**src/rtl/rom_dma_pkg.sv**
```systemverilog
// Shared types and constants for the ROM DMA scheduler.
package rom_dma_pkg;

  localparam int unsigned ROM_ADDR_WIDTH = 16;

  typedef enum logic [1:0] {
    S_IDLE,
    S_LOAD,
    S_RUN,
    S_RETIRE
  } t_rom_dma_sched_states;

  typedef struct packed {
    logic                      pending;
    logic [ROM_ADDR_WIDTH-1:0] next_addr;
    logic [ROM_ADDR_WIDTH-1:0] remaining;
  } t_slot;

endpackage

```
**src/rtl/rom_dma_scheduler_rr_arbiter.sv**
```systemverilog
// Combinational round-robin arbiter: first requester at or above ptr, wrapping.
module rr_arbiter #(
  parameter int unsigned NUM_REQ = 4,
  parameter int unsigned IW      = $clog2(NUM_REQ)
) (
  input  logic [NUM_REQ-1:0] req,
  input  logic [IW-1:0]      ptr,
  output logic [NUM_REQ-1:0] grant,
  output logic [IW-1:0]      grant_idx,
  output logic               any_grant
);

  int            cand;
  logic [IW-1:0] cand_idx;

  always_comb begin
    grant     = '0;
    grant_idx = '0;
    any_grant = 1'b0;
    cand      = 0;
    cand_idx  = '0;
    for (int k = 0; k < int'(NUM_REQ); k++) begin
      cand = int'(ptr) + k;
      if (cand >= int'(NUM_REQ)) cand = cand - int'(NUM_REQ);
      cand_idx = IW'(cand);
      if (!any_grant && req[cand_idx]) begin
        any_grant       = 1'b1;
        grant[cand_idx] = 1'b1;
        grant_idx       = cand_idx;
      end
    end
  end

endmodule

```
**src/rtl/rom_dma_scheduler.sv**
```systemverilog
// Shares one ROM DMA engine between NUM_REQ requesters, round-robin,
// splitting each job into engine batches of at most MAX_CHUNK words.
module rom_dma_scheduler #(
  parameter int unsigned NUM_REQ        = 4,
  parameter int unsigned ROM_ADDR_WIDTH = rom_dma_pkg::ROM_ADDR_WIDTH,
  parameter int unsigned MAX_CHUNK      = 64
) (
  input  logic                                clk,
  input  logic                                reset_n,
  input  logic [NUM_REQ-1:0]                  req_valid,
  output logic [NUM_REQ-1:0]                  req_ready,
  input  logic [NUM_REQ*ROM_ADDR_WIDTH-1:0]   req_base_addr,
  input  logic [NUM_REQ*ROM_ADDR_WIDTH-1:0]   req_num_words,
  output logic [NUM_REQ-1:0]                  req_done,
  output logic [ROM_ADDR_WIDTH-1:0]           dma_cfg_base_addr,
  output logic [ROM_ADDR_WIDTH-1:0]           dma_cfg_num_bytes,
  output logic                                dma_start_rd,
  output logic                                dma_cfg_ready,
  input  logic                                dma_batch_done,
  output logic                                sched_busy,
  output logic [$clog2(NUM_REQ)-1:0]          grant_id
);

  import rom_dma_pkg::*;

  localparam int unsigned AW = ROM_ADDR_WIDTH;
  localparam int unsigned IW = $clog2(NUM_REQ);

  t_rom_dma_sched_states state;
  t_slot                 slot_q [NUM_REQ];
  logic [IW-1:0]         rr_ptr;
  logic [AW-1:0]         chunk_q;
  logic                  run_first;

  logic [NUM_REQ-1:0]    pending_vec;
  logic [NUM_REQ-1:0]    arb_grant;
  logic [IW-1:0]         arb_idx;
  logic                  arb_any;
  logic [AW-1:0]         sel_rem;
  logic [AW-1:0]         sel_addr;
  logic [AW-1:0]         chunk_next;
  logic [AW-1:0]         ret_rem;

  rr_arbiter #(
    .NUM_REQ (NUM_REQ),
    .IW      (IW)
  ) u_arb (
    .req       (pending_vec),
    .ptr       (rr_ptr),
    .grant     (arb_grant),
    .grant_idx (arb_idx),
    .any_grant (arb_any)
  );

  // Winner's slot fields and the size of its next chunk.
  always_comb begin
    pending_vec = '0;
    sel_rem     = '0;
    sel_addr    = '0;
    for (int i = 0; i < int'(NUM_REQ); i++) begin
      pending_vec[i] = slot_q[i].pending;
      if (arb_grant[i]) begin
        sel_rem  = slot_q[i].remaining;
        sel_addr = slot_q[i].next_addr;
      end
    end
    chunk_next = (sel_rem > AW'(MAX_CHUNK)) ? AW'(MAX_CHUNK) : sel_rem;
    ret_rem    = slot_q[grant_id].remaining - chunk_q;
  end

  always_ff @(posedge clk) begin
    if (!reset_n) begin
      state             <= S_IDLE;
      for (int i = 0; i < int'(NUM_REQ); i++) slot_q[i] <= '0;
      rr_ptr            <= '0;
      chunk_q           <= '0;
      run_first         <= 1'b0;
      req_ready         <= '1;
      req_done          <= '0;
      dma_cfg_base_addr <= '0;
      dma_cfg_num_bytes <= '0;
      dma_start_rd      <= 1'b0;
      dma_cfg_ready     <= 1'b0;
      sched_busy        <= 1'b0;
      grant_id          <= '0;
    end else begin
      req_done <= '0;

      // Job intake; zero-length jobs complete immediately without the engine.
      for (int i = 0; i < int'(NUM_REQ); i++) begin
        if (req_valid[i] && req_ready[i]) begin
          if (req_num_words[i*AW +: AW] == '0) begin
            req_done[i] <= 1'b1;
          end else begin
            slot_q[i].pending   <= 1'b1;
            slot_q[i].next_addr <= req_base_addr[i*AW +: AW];
            slot_q[i].remaining <= req_num_words[i*AW +: AW];
            req_ready[i]        <= 1'b0;
          end
        end
      end

      case (state)
        S_IDLE: begin
          if (arb_any) begin
            grant_id          <= arb_idx;
            chunk_q           <= chunk_next;
            dma_cfg_base_addr <= sel_addr;
            dma_cfg_num_bytes <= chunk_next;
            sched_busy        <= 1'b1;
            state             <= S_LOAD;
          end
        end
        S_LOAD: begin
          dma_start_rd  <= 1'b1;
          dma_cfg_ready <= 1'b1;
          run_first     <= 1'b1;
          state         <= S_RUN;
        end
        S_RUN: begin
          // A done left over from the previous batch is masked on the first cycle.
          run_first <= 1'b0;
          if (!run_first && dma_batch_done) begin
            dma_start_rd  <= 1'b0;
            dma_cfg_ready <= 1'b0;
            state         <= S_RETIRE;
          end
        end
        S_RETIRE: begin
          slot_q[grant_id].next_addr <= slot_q[grant_id].next_addr + chunk_q;
          slot_q[grant_id].remaining <= ret_rem;
          rr_ptr <= (grant_id == IW'(NUM_REQ - 1)) ? '0 : grant_id + IW'(1);
          if (ret_rem == '0) begin
            slot_q[grant_id].pending <= 1'b0;
            req_done[grant_id]       <= 1'b1;
            req_ready[grant_id]      <= 1'b1;
          end
          sched_busy <= 1'b0;
          state      <= S_IDLE;
        end
        default: state <= S_IDLE;
      endcase
    end
  end

endmodule

```
**config.mk**
```make
export PLATFORM = sky130hd
export DESIGN_NAME = rom_dma_scheduler
export DESIGN_NICKNAME = d
export VERILOG_FILES = /design/src/rtl/rom_dma_pkg.sv /design/src/rtl/rom_dma_scheduler_rr_arbiter.sv /design/src/rtl/rom_dma_scheduler.sv
export SDC_FILE = /design/constraint.sdc
export NUM_CORES = 1
export LEC_CHECK = 0
export BUFFER_PORTS_ARGS = -buffer_cell sky130_fd_sc_hd__buf_4
export CORE_UTILIZATION = 50
export DETAILED_ROUTE_END_ITERATION = 12
export GPL_TIMING_DRIVEN = 0
export PLACE_DENSITY = 0.82
export SETUP_SLACK_MARGIN = 0.5
export SLEW_MARGIN = 40
export SYNTH_ARGS = -nofsm -noshare
export SYNTH_HDL_FRONTEND = slang
export SYNTH_SLANG_ARGS = --single-unit
```
**constraint.sdc**
```tcl
create_clock -name clk -period 4.9 [get_ports clk]
set_input_delay 0.49 -clock clk [delete_from_list [all_inputs] [get_ports clk]]
set_output_delay 0.49 -clock clk [all_outputs]
set_load 0.01 [all_outputs]
```
# After elaboration in Yosys (flattened, before gate mapping)
# Memory sizes are Yosys's and may differ from the RTL's. A register that Yosys moved wholly into a read port is not among the register bits.
# Cells that the tools add are included.
# word_totals
ramBits,132
register_bits,49
in_bits,135
wordCells,206
mem_count,1
# classes
order_cmp,15
n_mux,118
reduce_logical,29
n_addsub,10
bitwise,17
eq_ne,6
# memory_table
memory,words,width,rd,rd_ports_with_merged_regs,wr,line_no,rtl
slot_q,4,33,5,1,5,rom_dma_scheduler.sv:30,t_slot slot_q [NUM_REQ];
# ops
op,n
$mux W16,17
$logic_not A16 Y1,5
$mux W1,67
$mux W4,8
$mux W2,13
$or A4 B4 Y4,5
$add A16 B16 Y16,1
$gt A16 B7 Y1 const B,1
$sub A16 B16 Y16,1
$lt A2 B3 Y1 const B,5
$logic_and A1 B1 Y1,13
$or A1 B1 Y1,12
$demux W1 S2,5
$ge A2 B1 Y1 const B,5
$ge A3 B3 Y1 const B,3
$bmux W1 S2,4
$pmux W2 S4,1
$reduce_and A2 Y1,4
$sub A2 B1 Y2 const B,4
$add A2 B2 Y3 const B,2
$eq A2 B2 Y1 const B,3
$pmux W1 S2,3
$logic_not A1 Y1,4
$ne A2 B2 Y1 const B,2
other kinds (6),7

# Depth between registers and ports, before layout
# depth
word_depth,20
depth_mapped,16
depth_no_buf,13

# Modules after synthesis
# From an unflattened synthesis, not the netlist that was laid out.
# unflattened
hier_cells,1086
hier_area_um2,11068.1
# modules_own_cells
mod,seq_area_each_um2,cells_per_inst,area_each_um2,instances
rom_dma_scheduler,4944.7,1041,10646.5,1
rr_arbiter,0.0,45,421.7,1

# Worst setup path before layout
# Ideal clock, no wire load.
# synth_path
path_kind,register to register
from,register (tool-made name)
to,memory slot_q[0][32] (netlist bit)
setup_slack_ns,0.490
period_less_slack_ns,4.410
path_stages_with_launch,15
n_path_buf,3
arrival_ns,4.271
cell_sequence,dfxtp_1 > clkbuf_1 > buf_1 > mux4_2 > ha_1 > nor2b_1 > o31a_1 > o2111a_1 > a2111oi_1 > xor2_1 > nand4_1 > nor4b_2 > and3_1 > clkbuf_1 > a221oi_1
# synth_rtl
item,line_no
end: declaration,rom_dma_scheduler.sv:30

# Worst setup path in the final report
# layout_path
from,register rr_ptr[1]
to,register dma_cfg_base_addr[10]
# layout_between
elab_chain_len,18
# layout_rtl
item,line_no,rtl
start: declaration,rom_dma_scheduler.sv:31,logic [IW-1:0] rr_ptr;
start signal: assignment,rom_dma_scheduler.sv:132,rr_ptr <= (grant_id == IW'(NUM_REQ - 1)) ? '0 : grant_id + IW'(1);
branches (longest 18 deep; another with $add A2 B1 Y3),n/a,
end signal: assignment,rom_dma_scheduler.sv:108,dma_cfg_base_addr <= sel_addr;
end: declaration,rom_dma_scheduler.sv:15,"output logic [ROM_ADDR_WIDTH-1:0] dma_cfg_base_addr,"
# Several ways; the timed one is not identified. The select of a mux whose other input is x is not followed.
# A chain may end at the register's enable or synchronous reset.

==> flow_metrics.tcl <==
set metrics [dict create \
    fp.dieW_um 148 \
    async_flop_share_pct 0 \
    drcViolationCount 0 \
    mostFrequentLayoutCell "buf_4" \
    worstHoldPathType "in2reg" \
    final_cell_mix "buf_4, edfxtp_1, o21ai_0" \
    nNetsFinal 1400 \
    clk_pin_slew_ns 0.08 \
    wl_mm 39.6 \
    drv_slew 0 \
    synthCells 1011 \
    placed_area_um2 12500 \
    io_buffer_count 178 \
    yosysUniqueCellTypes 65 \
    cts-buffers-inserted 17 \
    peakVddDrop_uv 288 \
    power.density_nw_per_um2 529 \
    critPathKind "reg2reg" \
    cts_buffer_depth 2 \
    die_h_um 148 \
    final_cell_area_um2 13200 \
    synth_nets 1194 \
    required_ns 5.27 \
    synth_ff_type "edfxtp_1" \
    grt_pass1_wl_mm 57.6 \
    dp_hpwl_mm 29.4 \
    synth_top_cell_area_share_pct 36.0 \
    area_growth_pct 23.5 \
    ys_seq_elements 183 \
    fmax_ghz 0.236 \
    fin_hold_ws_ns 0.332 \
    skew_ns 0.0131 \
    drive_gt1_share_pct 23.6 \
    rsz0062_at_grt "no" \
    ios 180 \
    setup_viol 0 \
    cp-start-kind "flop" \
    ctsRootBufferMaster "clkbuf_16" \
    slew_headroom_pct 43.7 \
    synth_warnings 0 \
    antenna_found_initial 1 \
    arrival_ns 4.60 \
    ys_top_cells_by_area "edfxtp_1, dfxtp_1, mux4_2" \
    hold_viol_final 0 \
    maxCapViolations 0 \
    die_area_um2 21900 \
    viasPerCell 6.91 \
    ys_seq_area_share_pct 46.3 \
    p_leak_nw 5.14 \
    cts_sinks 183 \
    vias 10400 \
    cp_max_fo 10 \
    h-tree-depth 4 \
    outcome "finished, final reports clean" \
    finalCritPeriodShare_pct 86.5 \
    period_needed_ns 4.24 \
    initial_core_util_pct 50.9 \
    grt_max_degree 23 \
    rows 53 \
    netlist_area_um2 10700 \
    overflow 0 \
    holdBufCountCts 0 \
    firstDrtPassIters 6 \
    gr-usage-all-layers_pct 36.0 \
    clk_latency_ns 0.44 \
    synth.avg_cell_area_um2 10.6 \
    gp_congestion 1.00 \
    synth_edf_count 128 \
    cts_tree "yes" \
    synth_largest_area_cell "edfxtp_1" \
    fp.coreArea_um2 21000 \
    wl_per_cell_um 26.3 \
    ant_nets 0 \
    tightest_slew_ns 0.845 \
    drtIter0Drc 1387 \
    grt_pass1_vias 9789 \
    fillers 1709 \
    end_kind "flop" \
]
-- final cells by class --
cell class / instances / area, µm² / area share, %
Timing Repair Buffer: 187 / 1450 / 11.0
Sequential cell: 183 / 4940 / 37.5
Clock buffer: 21 / 460 / 3.49
Inverter: 39 / 146 / 1.11
Buffer: 64 / 278 / 2.11
Tap cell: 275 / 344 / 2.61
Antenna cell: 1 / 2.50 / 0.0190
Multi-Input combinational cell: 725 / 5480 / 41.6
Clock inverter: 11 / 72.6 / 0.551
-- flip-flops by register name (all words and copies together), names as in the netlist, 2 cells and up, named ones only --
| register | flops |
|---|---|
| chunk_q | 16 |
| state | 2 |
| req_ready | 4 |
| rr_ptr | 2 |
| slot_q | 132 |
| req_done | 4 |
| dma_cfg_base_addr | 16 |
| grant_id | 2 |
-- synth_stat cells (3+ instances only) --
library cell and n:
edfxtp_1 128, o21ai_0 114, nand2_1 88, a21oi_1 73, a22o_1 73, dfxtp_1 55, clkbuf_1 53, ha_1 46
nor2_1 44, inv_1 39, mux4_2 36, nor4_1 23, nand3_1 21, nor3_1 20, a22oi_1 16, xnor2_1 15
or3_1 14, xor2_1 11, a221oi_1 10, and3_1 9, buf_1 8, nand4_1 8, nor2b_1 8, a211oi_1 7
o31ai_1 7, and2_1 5, nand2b_1 5, nand3b_1 5, a21o_1 4, a221o_1 4, a311oi_1 4, o21a_1 4
or4_1 4, a211o_1 3, a31oi_1 3, o21bai_1 3
-- where the power goes --
part	total, W	internal [W]	switching, W
Clock	0.00131	0.000676	0.000631
Sequential	0.00209	0.00191	0.000180
Combinational	0.00358	0.00135	0.00223
Total	0.00697	0.00393	0.00304
-- kinds of logic (layout without fill, tap and decap cells) --
| group | after synthesis | in the layout | share of synthesized area, % |
|---|---|---|---|
| AO/OA/AOI/OAI | 353 | 353 | 22.2 |
| XOR/XNOR | 26 | 26 | 2.13 |
| adder cells (fa/ha/maj) | 48 | 48 | 5.77 |
| buffers and inverters | 103 | 322 | 3.74 |
| flip-flops | 183 | 183 | 46.3 |
| multiplexers | 38 | 38 | 7.79 |
| other | 0 | 1 | 0 |
| AND/OR/NAND/NOR | 260 | 260 | 12.1 |
-- metrics by stage --
stage,setup TNS (ns),utilization (%),setup WS (ns),instances,power [W]
floorplan,0,-,0.758,1011,0.00421
global placement,-3.28,59.0,-0.363,1464,0.00526
detailed placement,-1.44,59.6,-0.259,1469,0.00535
CTS,0,62.4,0.525,1503,0.00672
global route,0,62.9,0.499,1505,0.00723
finish,0,62.9,0.663,1506,0.00697
-- critical path, stage by stage (launching register included) --
cell	delay [ns]
dfxtp_1	0.58
inv_1	0.20
ha_1	0.40
mux4_2	0.36
buf_2	0.20
nand3b_1	0.17
a21oi_1	0.36
or2_1	0.16
clkbuf_1	0.49
clkbuf_1	0.61
a22oi_1	0.21
a21oi_1	0.19
a21oi_1	0.07
a21oi_1	0.17
-- worst paths after layout --
kind	startpoint	to	slack, ns	cells after the start
setup / recovery	rr_ptr[1]	dma_cfg_base_addr[10]	0.66	13
setup reg to reg	rr_ptr[1]	dma_cfg_base_addr[10]	0.66	13
hold / removal	req_num_words[58]	slot_q[3][10]	0.33	3
hold reg to reg	req_ready[0]	req_done[0]	0.51	2
-- routing by layer --
layer  up-vias  global-route usage [%]  share of wire (%)
li1       4350                       -                  -
met1      4959                    46.6                 36
met2       922                    55.2                 45
met3       178                    9.69                 14
met4         0                    19.4                6.1
met5         -                       0                  0
-- timing repair --
action | CTS | global route
endpoints found under the setup margin | 36 | 28
gates resized for setup | 9 | 16
setup buffers | 2 | 2
pin swaps | 2 | 4
No activity file was read; power rests on OpenSTA's default activity.
